File: src/rtl/multicycle_control.sv
// multicycle_control
//   Moore sequencing controller for the multicycle CPU. It steps the shared
//   ALU, the unified memory port and the register file through fetch,
//   decode, execute, memory and writeback. It also counts retired
//   instructions. Unsupported encodings park the machine in TRAP until reset.
//
// Ports
//   clk, reset        rising-edge clock, asynchronous active-high reset
//   instruction       latched IR contents, stable from DECODE onward
//   alu_zero          ALU zero flag (only used for pc_write in BRANCH)
//   mem_ready         memory completes the current access this cycle
//   mem_req/mem_we/mem_addr_source       memory port controls
//   ir_write/pc_write/pc_source          IR and PC load controls
//   alu_src_a/alu_src_b/imm_zero_extend/alu_ctrl   ALU operand and op selects
//   reg_write/reg_dst/mem_to_reg         register file write controls
//   illegal_op        sticky trap flag (high while in TRAP)
//   state             current state encoding for debug
//   instr_retired     wrapping count of completed instructions
module multicycle_control #(
  parameter int COUNT_WIDTH = 32
) (
  input  logic                   clk,
  input  logic                   reset,
  input  logic [31:0]            instruction,
  input  logic                   alu_zero,
  input  logic                   mem_ready,
  output logic                   mem_req,
  output logic                   mem_we,
  output logic                   mem_addr_source,
  output logic                   ir_write,
  output logic                   pc_write,
  output logic                   pc_source,
  output logic                   alu_src_a,
  output logic [1:0]             alu_src_b,
  output logic                   imm_zero_extend,
  output logic [2:0]             alu_ctrl,
  output logic                   reg_write,
  output logic                   reg_dst,
  output logic                   mem_to_reg,
  output logic                   illegal_op,
  output logic [3:0]             state,
  output logic [COUNT_WIDTH-1:0] instr_retired
);

  typedef enum logic [3:0] {
    S_IDLE      = 4'd0,
    S_FETCH     = 4'd1,
    S_DECODE    = 4'd2,
    S_MEM_ADDR  = 4'd3,
    S_MEM_READ  = 4'd4,
    S_MEM_WB    = 4'd5,
    S_MEM_WRITE = 4'd6,
    S_EXECUTE   = 4'd7,
    S_ALU_WB    = 4'd8,
    S_IMM_EXEC  = 4'd9,
    S_IMM_WB    = 4'd10,
    S_BRANCH    = 4'd11,
    S_TRAP      = 4'd12
  } state_e;

  localparam logic [5:0] OP_RTYPE = 6'b000000;
  localparam logic [5:0] OP_LW    = 6'b100011;
  localparam logic [5:0] OP_SW    = 6'b101011;
  localparam logic [5:0] OP_ADDI  = 6'b001000;
  localparam logic [5:0] OP_ANDI  = 6'b001100;
  localparam logic [5:0] OP_BEQ   = 6'b000100;

  localparam logic [5:0] FN_ADD = 6'b100000;
  localparam logic [5:0] FN_AND = 6'b100100;
  localparam logic [5:0] FN_OR  = 6'b100101;
  localparam logic [5:0] FN_SUB = 6'b100010;

  localparam logic [2:0] ALU_ADD = 3'b010;
  localparam logic [2:0] ALU_AND = 3'b000;
  localparam logic [2:0] ALU_OR  = 3'b001;
  localparam logic [2:0] ALU_SUB = 3'b110;

  state_e                 state_q;
  state_e                 state_d;
  logic [COUNT_WIDTH-1:0] retired_q;
  logic [COUNT_WIDTH-1:0] retired_d;
  logic                   retire_s;
  logic [5:0]             opcode_s;
  logic [5:0]             funct_s;

  assign opcode_s = instruction[31:26];
  assign funct_s  = instruction[5:0];

  // True for the four R-format functions the datapath implements.
  function automatic logic funct_supported(input logic [5:0] funct);
    case (funct)
      FN_ADD, FN_AND, FN_OR, FN_SUB: funct_supported = 1'b1;
      default:                       funct_supported = 1'b0;
    endcase
  endfunction

  // ALU operation for an R-format funct; only reached for supported functs.
  function automatic logic [2:0] funct_alu_ctrl(input logic [5:0] funct);
    case (funct)
      FN_ADD:  funct_alu_ctrl = ALU_ADD;
      FN_AND:  funct_alu_ctrl = ALU_AND;
      FN_OR:   funct_alu_ctrl = ALU_OR;
      FN_SUB:  funct_alu_ctrl = ALU_SUB;
      default: funct_alu_ctrl = ALU_ADD;
    endcase
  endfunction

  // Next-state, Moore outputs and retire strobe for the current state.
  always_comb begin
    state_d         = state_q;
    retire_s        = 1'b0;
    mem_req         = 1'b0;
    mem_we          = 1'b0;
    mem_addr_source = 1'b0;
    ir_write        = 1'b0;
    pc_write        = 1'b0;
    pc_source       = 1'b0;
    alu_src_a       = 1'b0;
    alu_src_b       = 2'b00;
    imm_zero_extend = 1'b0;
    alu_ctrl        = 3'b000;
    reg_write       = 1'b0;
    reg_dst         = 1'b0;
    mem_to_reg      = 1'b0;
    illegal_op      = 1'b0;

    case (state_q)
      S_IDLE: begin
        state_d = S_FETCH;
      end

      // Fetch reads mem[PC] while the ALU forms PC+4 for the PC load.
      S_FETCH: begin
        mem_req   = 1'b1;
        alu_src_b = 2'b01;
        alu_ctrl  = ALU_ADD;
        if (mem_ready) begin
          ir_write = 1'b1;
          pc_write = 1'b1;
          state_d  = S_DECODE;
        end else begin
          state_d  = S_FETCH;
        end
      end

      // Branch target is computed speculatively into ALUOut here.
      S_DECODE: begin
        alu_src_b = 2'b11;
        alu_ctrl  = ALU_ADD;
        case (opcode_s)
          OP_RTYPE: begin
            if (funct_supported(funct_s)) begin
              state_d = S_EXECUTE;
            end else begin
              state_d = S_TRAP;
            end
          end
          OP_LW, OP_SW:     state_d = S_MEM_ADDR;
          OP_ADDI, OP_ANDI: state_d = S_IMM_EXEC;
          OP_BEQ:           state_d = S_BRANCH;
          default:          state_d = S_TRAP;
        endcase
      end

      S_MEM_ADDR: begin
        alu_src_a = 1'b1;
        alu_src_b = 2'b10;
        alu_ctrl  = ALU_ADD;
        if (opcode_s == OP_SW) begin
          state_d = S_MEM_WRITE;
        end else begin
          state_d = S_MEM_READ;
        end
      end

      S_MEM_READ: begin
        mem_req         = 1'b1;
        mem_addr_source = 1'b1;
        if (mem_ready) begin
          state_d = S_MEM_WB;
        end else begin
          state_d = S_MEM_READ;
        end
      end

      S_MEM_WB: begin
        reg_write  = 1'b1;
        mem_to_reg = 1'b1;
        retire_s   = 1'b1;
        state_d    = S_FETCH;
      end

      // A store retires on the edge where memory accepts it.
      S_MEM_WRITE: begin
        mem_req         = 1'b1;
        mem_we          = 1'b1;
        mem_addr_source = 1'b1;
        if (mem_ready) begin
          retire_s = 1'b1;
          state_d  = S_FETCH;
        end else begin
          state_d  = S_MEM_WRITE;
        end
      end

      S_EXECUTE: begin
        alu_src_a = 1'b1;
        alu_ctrl  = funct_alu_ctrl(funct_s);
        state_d   = S_ALU_WB;
      end

      S_ALU_WB: begin
        reg_write = 1'b1;
        reg_dst   = 1'b1;
        retire_s  = 1'b1;
        state_d   = S_FETCH;
      end

      // IMM_WB keeps the ALU inputs alive so ALUOut stays valid for the write.
      S_IMM_EXEC, S_IMM_WB: begin
        alu_src_a = 1'b1;
        alu_src_b = 2'b10;
        if (opcode_s == OP_ANDI) begin
          alu_ctrl        = ALU_AND;
          imm_zero_extend = 1'b1;
        end else begin
          alu_ctrl        = ALU_ADD;
          imm_zero_extend = 1'b0;
        end
        if (state_q == S_IMM_WB) begin
          reg_write = 1'b1;
          retire_s  = 1'b1;
          state_d   = S_FETCH;
        end else begin
          state_d   = S_IMM_WB;
        end
      end

      // rs - rt drives alu_zero; the target was latched into ALUOut in DECODE.
      S_BRANCH: begin
        alu_src_a = 1'b1;
        alu_ctrl  = ALU_SUB;
        pc_source = 1'b1;
        pc_write  = alu_zero;
        retire_s  = 1'b1;
        state_d   = S_FETCH;
      end

      S_TRAP: begin
        illegal_op = 1'b1;
        state_d    = S_TRAP;
      end

      // Unused encodings recover to IDLE.
      default: begin
        state_d = S_IDLE;
      end
    endcase
  end

  // Retire counter next value; wraps naturally at the counter width.
  always_comb begin
    if (retire_s) begin
      retired_d = retired_q + COUNT_WIDTH'(1);
    end else begin
      retired_d = retired_q;
    end
  end

  // State and retire counter registers.
  always_ff @(posedge clk or posedge reset) begin
    if (reset) begin
      state_q   <= S_IDLE;
      retired_q <= '0;
    end else begin
      state_q   <= state_d;
      retired_q <= retired_d;
    end
  end

  assign state         = state_q;
  assign instr_retired = retired_q;

endmodule

File: config.mk
export PLATFORM = sky130hd
export DESIGN_NAME = multicycle_control
export DESIGN_NICKNAME = d
export VERILOG_FILES = /design/src/rtl/multicycle_control.sv
export SDC_FILE = /design/constraint.sdc
export NUM_CORES = 1
export LEC_CHECK = 0
export ABC_AREA = 1
export ABC_CLOCK_PERIOD_IN_PS = 1700
export CORE_MARGIN = 3
export CORE_UTILIZATION = 46
export DETAILED_ROUTE_END_ITERATION = 10
export PLACE_DENSITY = 0.88
export SYNTH_ARGS = -nofsm -noshare
export SYNTH_HDL_FRONTEND = slang
export SYNTH_SLANG_ARGS = --single-unit
export TNS_END_PERCENT = 20
File: constraint.sdc
create_clock -name clk -period 1.7 [get_ports clk]
set_input_delay 0.34 -clock clk [delete_from_list [all_inputs] [get_ports clk]]
set_output_delay 0.34 -clock clk [all_outputs]
set_load 0.02 [all_outputs]
### Word level (Yosys, flattened, before mapping)

Index checks and enable logic that the tools add are counted.

| storage, ports and cells | value |
|---|---|
| flip-flop bits (word level) | 36 |
| input bits | 36 |

| cells by class | value |
|---|---|
| $add $sub $neg | 1 |
| eq/ne operators | 21 |
| muxes and demuxes | 31 |
| reductions and logical operators | 14 |

Operator list:

| cell | number |
|---|---|
| $eq 6x6->1 const B | 6 |
| $pmux 4 s9 | 1 |
| $add 32x1->32 const B | 1 |
| $eq 4x4->1 const B | 5 |
| $mux 1 | 17 |
| $eq 4x3->1 const B | 4 |
| $pmux 4 s4 | 1 |
| $eq 6x4->1 const B | 2 |
| $pmux 3 s4 | 1 |
| $reduce_or 3->1 | 4 |
| $reduce_or 2->1 | 5 |
| $pmux 3 s3 | 1 |
| $eq 4x2->1 const B | 2 |
| $mux 4 | 2 |
| $reduce_or 4->1 | 2 |
| $eq 6x3->1 const B | 1 |
| $logic_not 6->1 | 1 |
| $mux 2 | 3 |
| $pmux 2 s3 | 1 |
| $reduce_or 5->1 | 1 |
| $eq 4x1->1 const B | 1 |
| $logic_not 4->1 | 1 |
| $pmux 1 s2 | 2 |
| $mux 3 | 1 |
| $pmux 1 s3 | 1 |

### Longest topological paths before layout

| depth | value |
|---|---|
| depth in word-level cells | 8 |
| gate-level depth with buffers | 10 |

### Worst setup path after synthesis

Ideal clock, no wire load.

| timing path | value |
|---|---|
| path kind | register -> output |
| from | reg state_q[2], in the netlist state[2] |
| to | out alu_ctrl[2] |
| data arrival time | 1478 ps |
| slack | -118 ps |
| stages on the path, launching flop included | 5 |
| path buffers | 0 |
| path through | dfrtp_1 > nand2_2 > nor2_1 > inv_1 > o31ai_1 |

| between the ends | value |
|---|---|
| cells in the longest elaborated chain, start to end | 3 |

Ends and longest elaborated chain:

| element | line | source |
|---|---|---|
| from (decl) | 78 | `state_e state_q;` |
| from (signal assigned) | 276 | `state_q <= state_d;` |
| $eq 4x2->1 (tied with other cells) | 127 | `case (state_q)` |
| $reduce_or 3->1 (no source line) or $reduce_or 2->1 (tied branches) | -- |  |
| $pmux 3 s4 (*) | 127 |  |
| to (decl) | 36 | `output logic [2:0] alu_ctrl,` |

Every way passes the cells marked *; elsewhere a longest branch is shown, timed or not.

### Worst setup path in the final report

| timing path | value |
|---|---|
| from | reg state_q[2], in the netlist state[2] |
| to | out alu_src_b[1] |

| between the ends | value |
|---|---|
| cells in the longest elaborated chain, start to end | 3 |

Ends and longest elaborated chain:

| element | line | source |
|---|---|---|
| $eq 4x4->1 or $eq 4x2->1 (tied branches) | 127 |  |
| $reduce_or 3->1 (no source line) | -- |  |
| $pmux 2 s3 (*) | 127 |  |
| to (decl) | 34 | `output logic [1:0] alu_src_b,` |

Marks and branches as above.

==> results.tsv <==
stage	metric	value	unit
yosys	Avg Synthesized Cell Area	6.19	um2
critical_path	Setup crit end kind	output pin	
yosys	count leader, synth	nand2_1	
critical_path	Worst setup SP type	flip-flop	
outcome	failing checks	negative setup slack	
timing	Max Clock Skew	0.0159	ns
timing	worst hold slack	0.438	ns
yosys	Most used DFF post-synth	dfrtp_1	
critical_path	Critical Path RT	1.36	ns
pwr	peak supply drop	899	uV
timing	fmax	540	MHz
layout	diode count	0	
cts	CTS Buf Count	5	
route	final wirelength	8700	um
pwr	Pwr Total	4.23	mW
critical_path	RR Endpoint	instr_retired[15]	
yosys	Yosys top cell area share	34.7	%
pwr	P_leak	2.12	nW
route	via count	3117	
yosys	synthesized area	0.00259	mm2
yosys	synth cell count leaders	183 x nand2_1, 68 x nor2_1, 48 x inv_1	
timing	final cycle utilization of the critical path	109	%
yosys	Post-synth EDFFs	0	
timing	Final TNS setup	-1.42	ns
yosys	synthesized flop and latch total	36	
timing	RSZ-0062 raised after global routing	true	
yosys	Syn Nets	456	
route	Routed Antenna Nets	0	
timing	final setup fails	23	
worst_hold_path	HP Class	in -> async	
route	drt via density	5.20	
pwr	power density cells	1080	mW/mm2
timing	Slew Viols, Final	0	
layout	Final Non-Filler Cells	600	
yosys	asr flop ratio synth	100	%
route	Routed WL per cell	14.5	um
timing	fin crit period	1.85	ns
layout	Post-layout nets	566	
global_route	vias in the first global route	2894	
critical_path	Data arrival, critical path	1.51	ns
critical_path	r2r setup slk	-0.04	ns
timing	Slew @ Worst Pin	0.454	ns
placement	Post-DP Area	0.00360	mm2
job	# Max-Cap Violations	0	
route	DRT Pass-1 Iters	5	
global_route	grt ovf	0	
yosys	top cells by area, synth	dfrtp_1 35%, nand2_1 26%, nor2_1 9.8%	
global_route	total track usage	26.0	%
placement	IO buf count	68	
layout	fill count	418	
cts	CTS root buf	clkbuf_8	
die	die height	81.1	um
die	CORE AREA	0.00527	mm2
critical_path	worst-path fanout max	4	
critical_path	Worst R2R Start	state[3]	
yosys	synth unique cells	27	
yosys	Ys Warns	0	
cts	Worst-Skew Late Latency	0.31	ns
yosys	area leader, netlist	dfrtp_1	
timing	Slew HR	69.7	%
route	Starting DRT DRC Count	223	
timing	worst setup margin	-0.151	ns
placement	Placer Congestion	0.937	
route	DRC Markers	0	
die	Initial Util	49.2	%
global_route	antenna violations before repair	0	
global_route	first-pass GRT wire length	13300	um
cts	CTS H-tree depth	2	
die	Horiz. Die Dim	81.1	um
critical_path	crit path kind	reg -> out	
die	full die area	0.00657	mm2
critical_path	Worst Reg-to-Reg Cells	10	
placement	dpl cells	586	
cts	TritonCTS clock tree	yes	
yosys	sequential area share after synthesis	34.7	%
yosys	synthesized instance count	419	
placement	DP Wirelength	6010	um
cts	Worst-path clk slew	0.09	ns
layout	layout cell share with drive strength beyond 1	22.5	%
cts	clk buf depth	2	
global_route	largest net degree at the start of global routing	37	
timing	final hold viol count	0	
die	io pins	89	
layout	Syn-to-layout area delta	50.6	%
outcome	status	finished with violations	
layout	fin area	0.00391	mm2
die	Cell Rows	26	
cts	Clock Sinks	36	
==> stage by stage <==
stage	setup WS (ns)	util, %
global placement	-0.520	68.4
global route	-0.215	74.1
CTS	-0.104	70.6
finish	-0.151	74.1
detailed placement	-0.548	68.4
floorplan	-0.0479	-
==> timing repair <==
item                                    in CTS  in global routing
hold endpoints to repair                     0                  0
buffers inserted                             4                  1
endpoints found under the setup margin      40                 59
cloned                                       0                  1
hold buffers                                 0                  0
resized for setup                          122                 64
pin swaps                                   14                  8
==> critical path, cell delays in order, from the launching register on <==
cell and delay, ns:
dfrtp_1 0.45, inv_2 0.09, nand2_2 0.06, inv_2 0.10
nand2_4 0.07, nor2_4 0.12, inv_2 0.06, o21ai_1 0.09
buf_4 0.17
==> worst max path at each step <==
stage                   start           end  slack (ns)  cells past startpoint
6_report             state[2]  alu_src_b[1]       -0.15                      8
5_1_grt              state[1]   alu_ctrl[1]       -0.21                      6
4_1_cts              state[2]  alu_src_b[1]       -0.10                      8
3_5_place_dp   instruction[5]   alu_ctrl[2]       -0.55                      6
3_3_place_gp   instruction[5]   alu_ctrl[2]       -0.52                      6
2_1_floorplan        state[2]   alu_ctrl[0]       -0.05                      4
==> kinds of logic after synthesis <==
family                   synth area share [%]
XOR/XNOR                                 5.07
AND/OR/NAND/NOR                          48.3
AO/OA/AOI/OAI                            2.75
flip-flops                               34.7
adder cells (fa/ha/maj)                 0.483
buffers and inverters                    8.69
==> flip-flops by register name, indices dropped and copies added, names as in the netlist <==
| signal | count |
|---|---|
| instr_retired | 32 |
| state | 4 |
==> per-layer routing <==
metal  vias to the layer above  share of wire [%]  GRT usage [%]
met5                         -                  0              0
met4                         0                2.0           6.08
met3                        23                6.2           5.43
met2                       129                 50           43.5
met1                      1464                 42           34.5
li1                       1501                  -              -
==> area by class of cell <==
cell class,instances,area [um2],share of cell area (%)
multi-input combinational,329,1590,40.6
timing repair buffer,107,993,25.4
sequential,36,905,23.2
inverter,50,206,5.29
clock buffer,7,96.3,2.47
tap,70,87.6,2.24
clock inverter,1,30.0,0.769
==> power breakdown <==
part	switching [mW]	internal (mW)
Combinational	1.30	0.989
Clock	0.326	0.518
Sequential	0.139	0.955
==> placed cells by master (no fill, tap or decap), drive strengths merged <==
cell | netlist | routed
dlygate4sd2 | 0 | 24
nor3 | 6 | 6
nand3 | 25 | 25
nand2 | 191 | 191
buf | 4 | 55
clkbuf | 0 | 8
nor3b | 1 | 1
clkdlybuf4s15 | 0 | 1
a211oi | 1 | 1
o31ai | 2 | 2
o2111a | 1 | 1
nand4 | 6 | 6
bufinv | 0 | 1
xnor2 | 9 | 9
dlymetal6s2s | 0 | 11
inv | 50 | 50
o21ai | 4 | 4
dfrtp | 36 | 36
a21oi | 2 | 2
ha | 1 | 1
xor2 | 6 | 6
nor2 | 73 | 73
clkdlybuf4s50 | 0 | 15
a22oi | 1 | 1
Note: power is estimated with default switching activity, not from simulation.
